--- src/rtl/id_ex_pipe.sv ---
// Decode-to-execute pipeline register: valid/ready handshake, optional two-entry
// skid buffer, flush, global enable and load-use hazard detection over held entries.
module id_ex_pipe #(
    parameter int unsigned DATA_W = 128,
    parameter int unsigned RA_W   = 5,
    parameter bit          SKID   = 1'b1
) (
    input  logic              clk,
    input  logic              rst,
    input  logic              rdy,
    input  logic              flush,
    input  logic              in_valid,
    output logic              in_ready,
    input  logic [DATA_W-1:0] in_data,
    input  logic [RA_W-1:0]   in_rd,
    input  logic              in_rd_en,
    input  logic              in_is_load,
    output logic              out_valid,
    input  logic              out_ready,
    output logic [DATA_W-1:0] out_data,
    output logic [RA_W-1:0]   out_rd,
    output logic              out_rd_en,
    input  logic [RA_W-1:0]   chk_rs1,
    input  logic [RA_W-1:0]   chk_rs2,
    input  logic              chk_rs1_en,
    input  logic              chk_rs2_en,
    output logic              load_use,
    output logic [15:0]       flush_cnt
);

    logic              h_valid, h_rd_en, h_is_load;
    logic [DATA_W-1:0] h_data;
    logic [RA_W-1:0]   h_rd;
    logic              s_valid, s_rd_en, s_is_load;
    logic [DATA_W-1:0] s_data;
    logic [RA_W-1:0]   s_rd;
    logic              in_ready_q;
    logic [15:0]       flush_cnt_q;
    logic              accept, pop;

    // Skid mode registers in_ready; single-entry mode lets out_ready through.
    always_comb begin
        if (SKID) in_ready = rdy & in_ready_q;
        else      in_ready = rdy & (~h_valid | out_ready);
    end

    assign out_valid = h_valid & rdy;
    assign out_data  = h_data;
    assign out_rd    = h_rd;
    assign out_rd_en = h_rd_en;
    assign flush_cnt = flush_cnt_q;
    assign accept    = in_valid & in_ready & ~flush;
    assign pop       = out_valid & out_ready;

    function automatic logic hazard(input logic v, input logic ld, input logic en,
                                    input logic [RA_W-1:0] rd);
        return v & ld & en & (rd != '0) &
               ((chk_rs1_en & (chk_rs1 == rd)) | (chk_rs2_en & (chk_rs2 == rd)));
    endfunction

    assign load_use = hazard(h_valid, h_is_load, h_rd_en, h_rd) |
                      hazard(s_valid, s_is_load, s_rd_en, s_rd);

    always_ff @(posedge clk) begin
        if (rst) begin
            h_valid     <= 1'b0;
            h_data      <= '0;
            h_rd        <= '0;
            h_rd_en     <= 1'b0;
            h_is_load   <= 1'b0;
            s_valid     <= 1'b0;
            s_data      <= '0;
            s_rd        <= '0;
            s_rd_en     <= 1'b0;
            s_is_load   <= 1'b0;
            in_ready_q  <= 1'b1;
            flush_cnt_q <= '0;
        end else if (rdy) begin
            if (flush) begin
                h_valid    <= 1'b0;
                s_valid    <= 1'b0;
                in_ready_q <= 1'b1;
                if ((h_valid | s_valid) && (flush_cnt_q != 16'hFFFF))
                    flush_cnt_q <= flush_cnt_q + 16'd1;
            end else if (SKID) begin
                if (!h_valid || (pop && !s_valid)) begin
                    h_valid    <= accept;
                    in_ready_q <= 1'b1;
                    if (accept) begin
                        h_data    <= in_data;
                        h_rd      <= in_rd;
                        h_rd_en   <= in_rd_en;
                        h_is_load <= in_is_load;
                    end
                end else if (pop) begin
                    // Head drains, skid entry moves forward; in_ready was low so no accept.
                    h_valid    <= 1'b1;
                    h_data     <= s_data;
                    h_rd       <= s_rd;
                    h_rd_en    <= s_rd_en;
                    h_is_load  <= s_is_load;
                    s_valid    <= 1'b0;
                    in_ready_q <= 1'b1;
                end else if (accept) begin
                    s_valid    <= 1'b1;
                    s_data     <= in_data;
                    s_rd       <= in_rd;
                    s_rd_en    <= in_rd_en;
                    s_is_load  <= in_is_load;
                    in_ready_q <= 1'b0;
                end else begin
                    in_ready_q <= ~s_valid;
                end
            end else begin
                if (accept) begin
                    h_valid   <= 1'b1;
                    h_data    <= in_data;
                    h_rd      <= in_rd;
                    h_rd_en   <= in_rd_en;
                    h_is_load <= in_is_load;
                end else if (pop) begin
                    h_valid <= 1'b0;
                end
            end
        end
    end

endmodule

--- config.mk ---
export PLATFORM = sky130hd
export DESIGN_NAME = id_ex_pipe
export DESIGN_NICKNAME = d
export VERILOG_FILES = /design/src/rtl/id_ex_pipe.sv
export SDC_FILE = /design/constraint.sdc
export NUM_CORES = 1
export LEC_CHECK = 0
export BUFFER_PORTS_ARGS = -buffer_cell sky130_fd_sc_hd__buf_2
export CORE_ASPECT_RATIO = 1.75
export CORE_MARGIN = 3
export CORE_UTILIZATION = 57
export CTS_CLUSTER_SIZE = 12
export DETAILED_ROUTE_END_ITERATION = 8
export PLACE_DENSITY = 0.85
export REMOVE_ABC_BUFFERS = 1
export SLEW_MARGIN = 0
export SYNTH_ARGS = -nofsm -noshare
export SYNTH_HDL_FRONTEND = slang
export SYNTH_SLANG_ARGS = --single-unit
--- constraint.sdc ---
create_clock -name clk -period 3.3 [get_ports clk]
set_input_delay 0.165 -clock clk [delete_from_list [all_inputs] [get_ports clk]]
set_output_delay 0.165 -clock clk [all_outputs]
set_load 0.02 [all_outputs]
==> impl_metrics.env <==
export IMPL_grt_first_pass_wirelength_um=65900
export IMPL_hold_viol=0
export IMPL_fmax_mhz=414
export IMPL_core_area_um2=20500
export IMPL_maxSlewHeadroom=0.318
export IMPL_period_needed_ps=2420
export IMPL_grt_overflow=0
export IMPL_yosys_top_cells_area="dfxtp_1 48%, nand2_1 13%, a21oi_1 12%"
export IMPL_fp_row_count=69
export IMPL_rr_startpoint="s_valid"
export IMPL_gp_congestion=0.841
export IMPL_critPathRequiredTime_ps=3700
export IMPL_maxCapViolCount=0
export IMPL_tns_ps=0
export IMPL_yosys_top_cells_count="410 x nand2_1, 289 x dfxtp_1, 285 x a21oi_1"
export IMPL_cts_buffers=28
export IMPL_post_route_util=0.763
export IMPL_synth_compound_area_frac=0.235
export IMPL_synth_edff_count=0
export IMPL_diodes=0
export IMPL_grt_start_max_net_pins=149
export IMPL_dp_hpwl_um=21600
export IMPL_critical_path_peak_fanout=81
export IMPL_cts_hold_buf=138
export IMPL_root_buffer="clkbuf_16"
export IMPL_fin_crit_sh=0.732
export IMPL_postCtsSetupBuffers=0
export IMPL_holdPathEnd="h_valid"
export IMPL_ys_seq_elements=289
export IMPL_die_y_um=199
export IMPL_ioPinCount=306
export IMPL_worstHoldPathType="input pin to flip-flop"
export IMPL_drtIter0Drc=1795
export IMPL_r2r_setup_slack_ps=880
export IMPL_wl_um=42100
export IMPL_drive_gt1_frac=0.196
export IMPL_synth_top_cell_by_area="dfxtp_1"
export IMPL_cts_sinks=289
export IMPL_synth_top_family_by_area="compound AO/OA/AOI/OAI gates"
export IMPL_setup_viol=0
export IMPL_status="complete, no violations"
export IMPL_ys_seq_area_frac=0.479
export IMPL_synth_fa_ha_area_frac=0.00104
export IMPL_muxShareOfSynthArea=0.00269
export IMPL_yosysWarnings=0
export IMPL_worst_slew_pin_transition_ps=1020
export IMPL_skew_ps=8.43
export IMPL_portBuffers=305
export IMPL_cts_max_level=1
export IMPL_syn_area_um2=12100
export IMPL_avgSynthCellArea_um2=7.96
export IMPL_arrival_ps=2820
export IMPL_via_count=13417
export IMPL_crit_family="buffers and inverters"
export IMPL_async_reset_ff_frac=0
export IMPL_min_delay_start="in_valid"
export IMPL_fillers=1371
export IMPL_clock_latency_ps=530
export IMPL_critPathLaunchType="flip-flop"
export IMPL_initial_core_util=0.588
export IMPL_timing_rr_end="out_data[118]"
export IMPL_multi_input_area_um2=5640
export IMPL_synth_flop_cell="dfxtp_1"
export IMPL_antenna_found_initial=0
export IMPL_drc_errors=0
export IMPL_slew_viol_final=0
export IMPL_dieArea_um2=23000
export IMPL_place_area_um2=13500
export IMPL_leakagePower_nw=6.12
export IMPL_final_cell_area_um2=15700
export IMPL_post_drt_wl_per_cell_um=20.0
export IMPL_whs_ps=145
export IMPL_cp_slowest_cell="buf_4"
export IMPL_hold_depth=4
export IMPL_path_clk_slew_ps=60
export IMPL_cts_resized=0
export IMPL_grt_pass1_vias=12713
export IMPL_power_density_nw_per_um2=481
export IMPL_synthSimpleGateAreaFrac=0.211
export IMPL_nNetsFinal=2009
export IMPL_fp_dieW_um=116
export IMPL_synth_top_cell_area_share=0.479
export IMPL_area_delta_synth_final_pct=29.8
export IMPL_yosys_cell_count_top_type="nand2_1"
export IMPL_worstSetupPathType="flip-flop to flip-flop"
export IMPL_layout_area_seq_um2=5790
export IMPL_worst_setup_path_end_kind="flip-flop"
export IMPL_cp_num_buf_inv=1
export IMPL_viasPerCell=6.37
export IMPL_ant_nets=0
export IMPL_r2r_cells=4
export IMPL_ir_worst_vdd_mv=0.443
export IMPL_synthCells=1517
export IMPL_rsz0062_at_grt="no"
export IMPL_cts_tree="built"
export IMPL_track_usage=0.351
export IMPL_clock_path_buffers=3
export IMPL_synth_xor_area_frac=0.0152
export IMPL_slowest_delay_ps=790
export IMPL_crit_chain="nand3b_1 > buf_4 > nand3_1 > a311oi_1"
export IMPL_ys_types=43
export IMPL_first_pass_iters=6
==> how the worst max path moves through the flow <==
stage | startpoint | end | slack [ps] | cells after the start
floorplan | h_valid | h_is_load | -5540 | 3
global route | s_valid | out_data[25] | 790 | 5
global placement | s_valid | out_data[24] | 1250 | 4
CTS | h_valid | load_use | 920 | 4
finish | s_valid | out_data[118] | 880 | 4
detailed placement | s_valid | out_data[54] | 1150 | 5
==> layout by cell type (no fill, tap or decap), types with 2 or more instances in the layout <==
cell / count
nand2_1: 409
buf_2: 304
dfxtp_1: 288
a21oi_1: 285
nand3_1: 139
dlygate4sd3_1: 138
a311oi_1: 135
clkbuf_16: 29
xor2_1: 17
or4_1: 9
buf_12: 9
buf_4: 8
or3_1: 7
o31ai_1: 7
o21ai_0: 6
nor2_1: 5
and2_1: 5
inv_1: 5
nand4_1: 5
o2111ai_1: 4
nor4_1: 4
xnor2_1: 4
nor2b_1: 3
clkbuf_1: 3
a211o_1: 2
mux2_2: 2
a32oi_1: 2
and3_1: 2
==> power by group <==
| part | switching, W | total [W] | internal (W) | leakage (nW) |
|---|---|---|---|---|
| clock | 0.00127 | 0.00282 | 0.00155 | 0.367 |
| sequential | 0.0000775 | 0.00367 | 0.00359 | 2.34 |
| combinational | 0.000648 | 0.00104 | 0.000393 | 3.41 |
==> layer usage <==
metal	global-route usage	wire length, um
met1	0.427	14600
met2	0.567	20600
met3	0.0785	4000
met5	0	0
met4	0.197	2870
==> area by class of cell <==
cell class,instances,area share
flip-flops and latches,289,0.370
repair buffers,460,0.201
inverters,6,0.00144
multi-input cells,1070,0.360
clock buffers,32,0.0470
well taps,248,0.0198
clock inverters,1,0.000719
==> sequential cells by signal (all words and copies together), names as in the netlist <==
signal and count:
flush_cnt 16, h_is_load 1, h_valid 1, in_ready_q 1, out_data 128, out_rd 5
out_rd_en 1, s_data 128, s_is_load 1, s_rd 5, s_rd_en 1, s_valid 1
==> worst register-to-register path: cells and delay by family, from the launching register on <==
family,cells,cell delay [ps]
buffers and inverters,1,790
AO/OA/AOI/OAI,1,430
flip-flops,1,500
AND/OR/NAND/NOR,2,570
==> cells by family after synthesis <==
logic type,after synthesis
compound gates,447
xor+xnor,21
fa+ha+maj,1
buf+inv,158
flops,289
mux,3
simple gates,598
==> stage by stage <==
step / worst slack [ps] / total power, W / instances
2_1_floorplan: -5540 / 0.00418 / 1365
3_3_place_gp: 1250 / 0.00460 / 1935
3_5_place_dp: 1150 / 0.00461 / 1935
4_1_cts: 922 / 0.00751 / 2106
5_1_grt: 791 / 0.00776 / 2106
6_report: 884 / 0.00754 / 2106
Note: power is estimated with default switching activity, not from simulation.
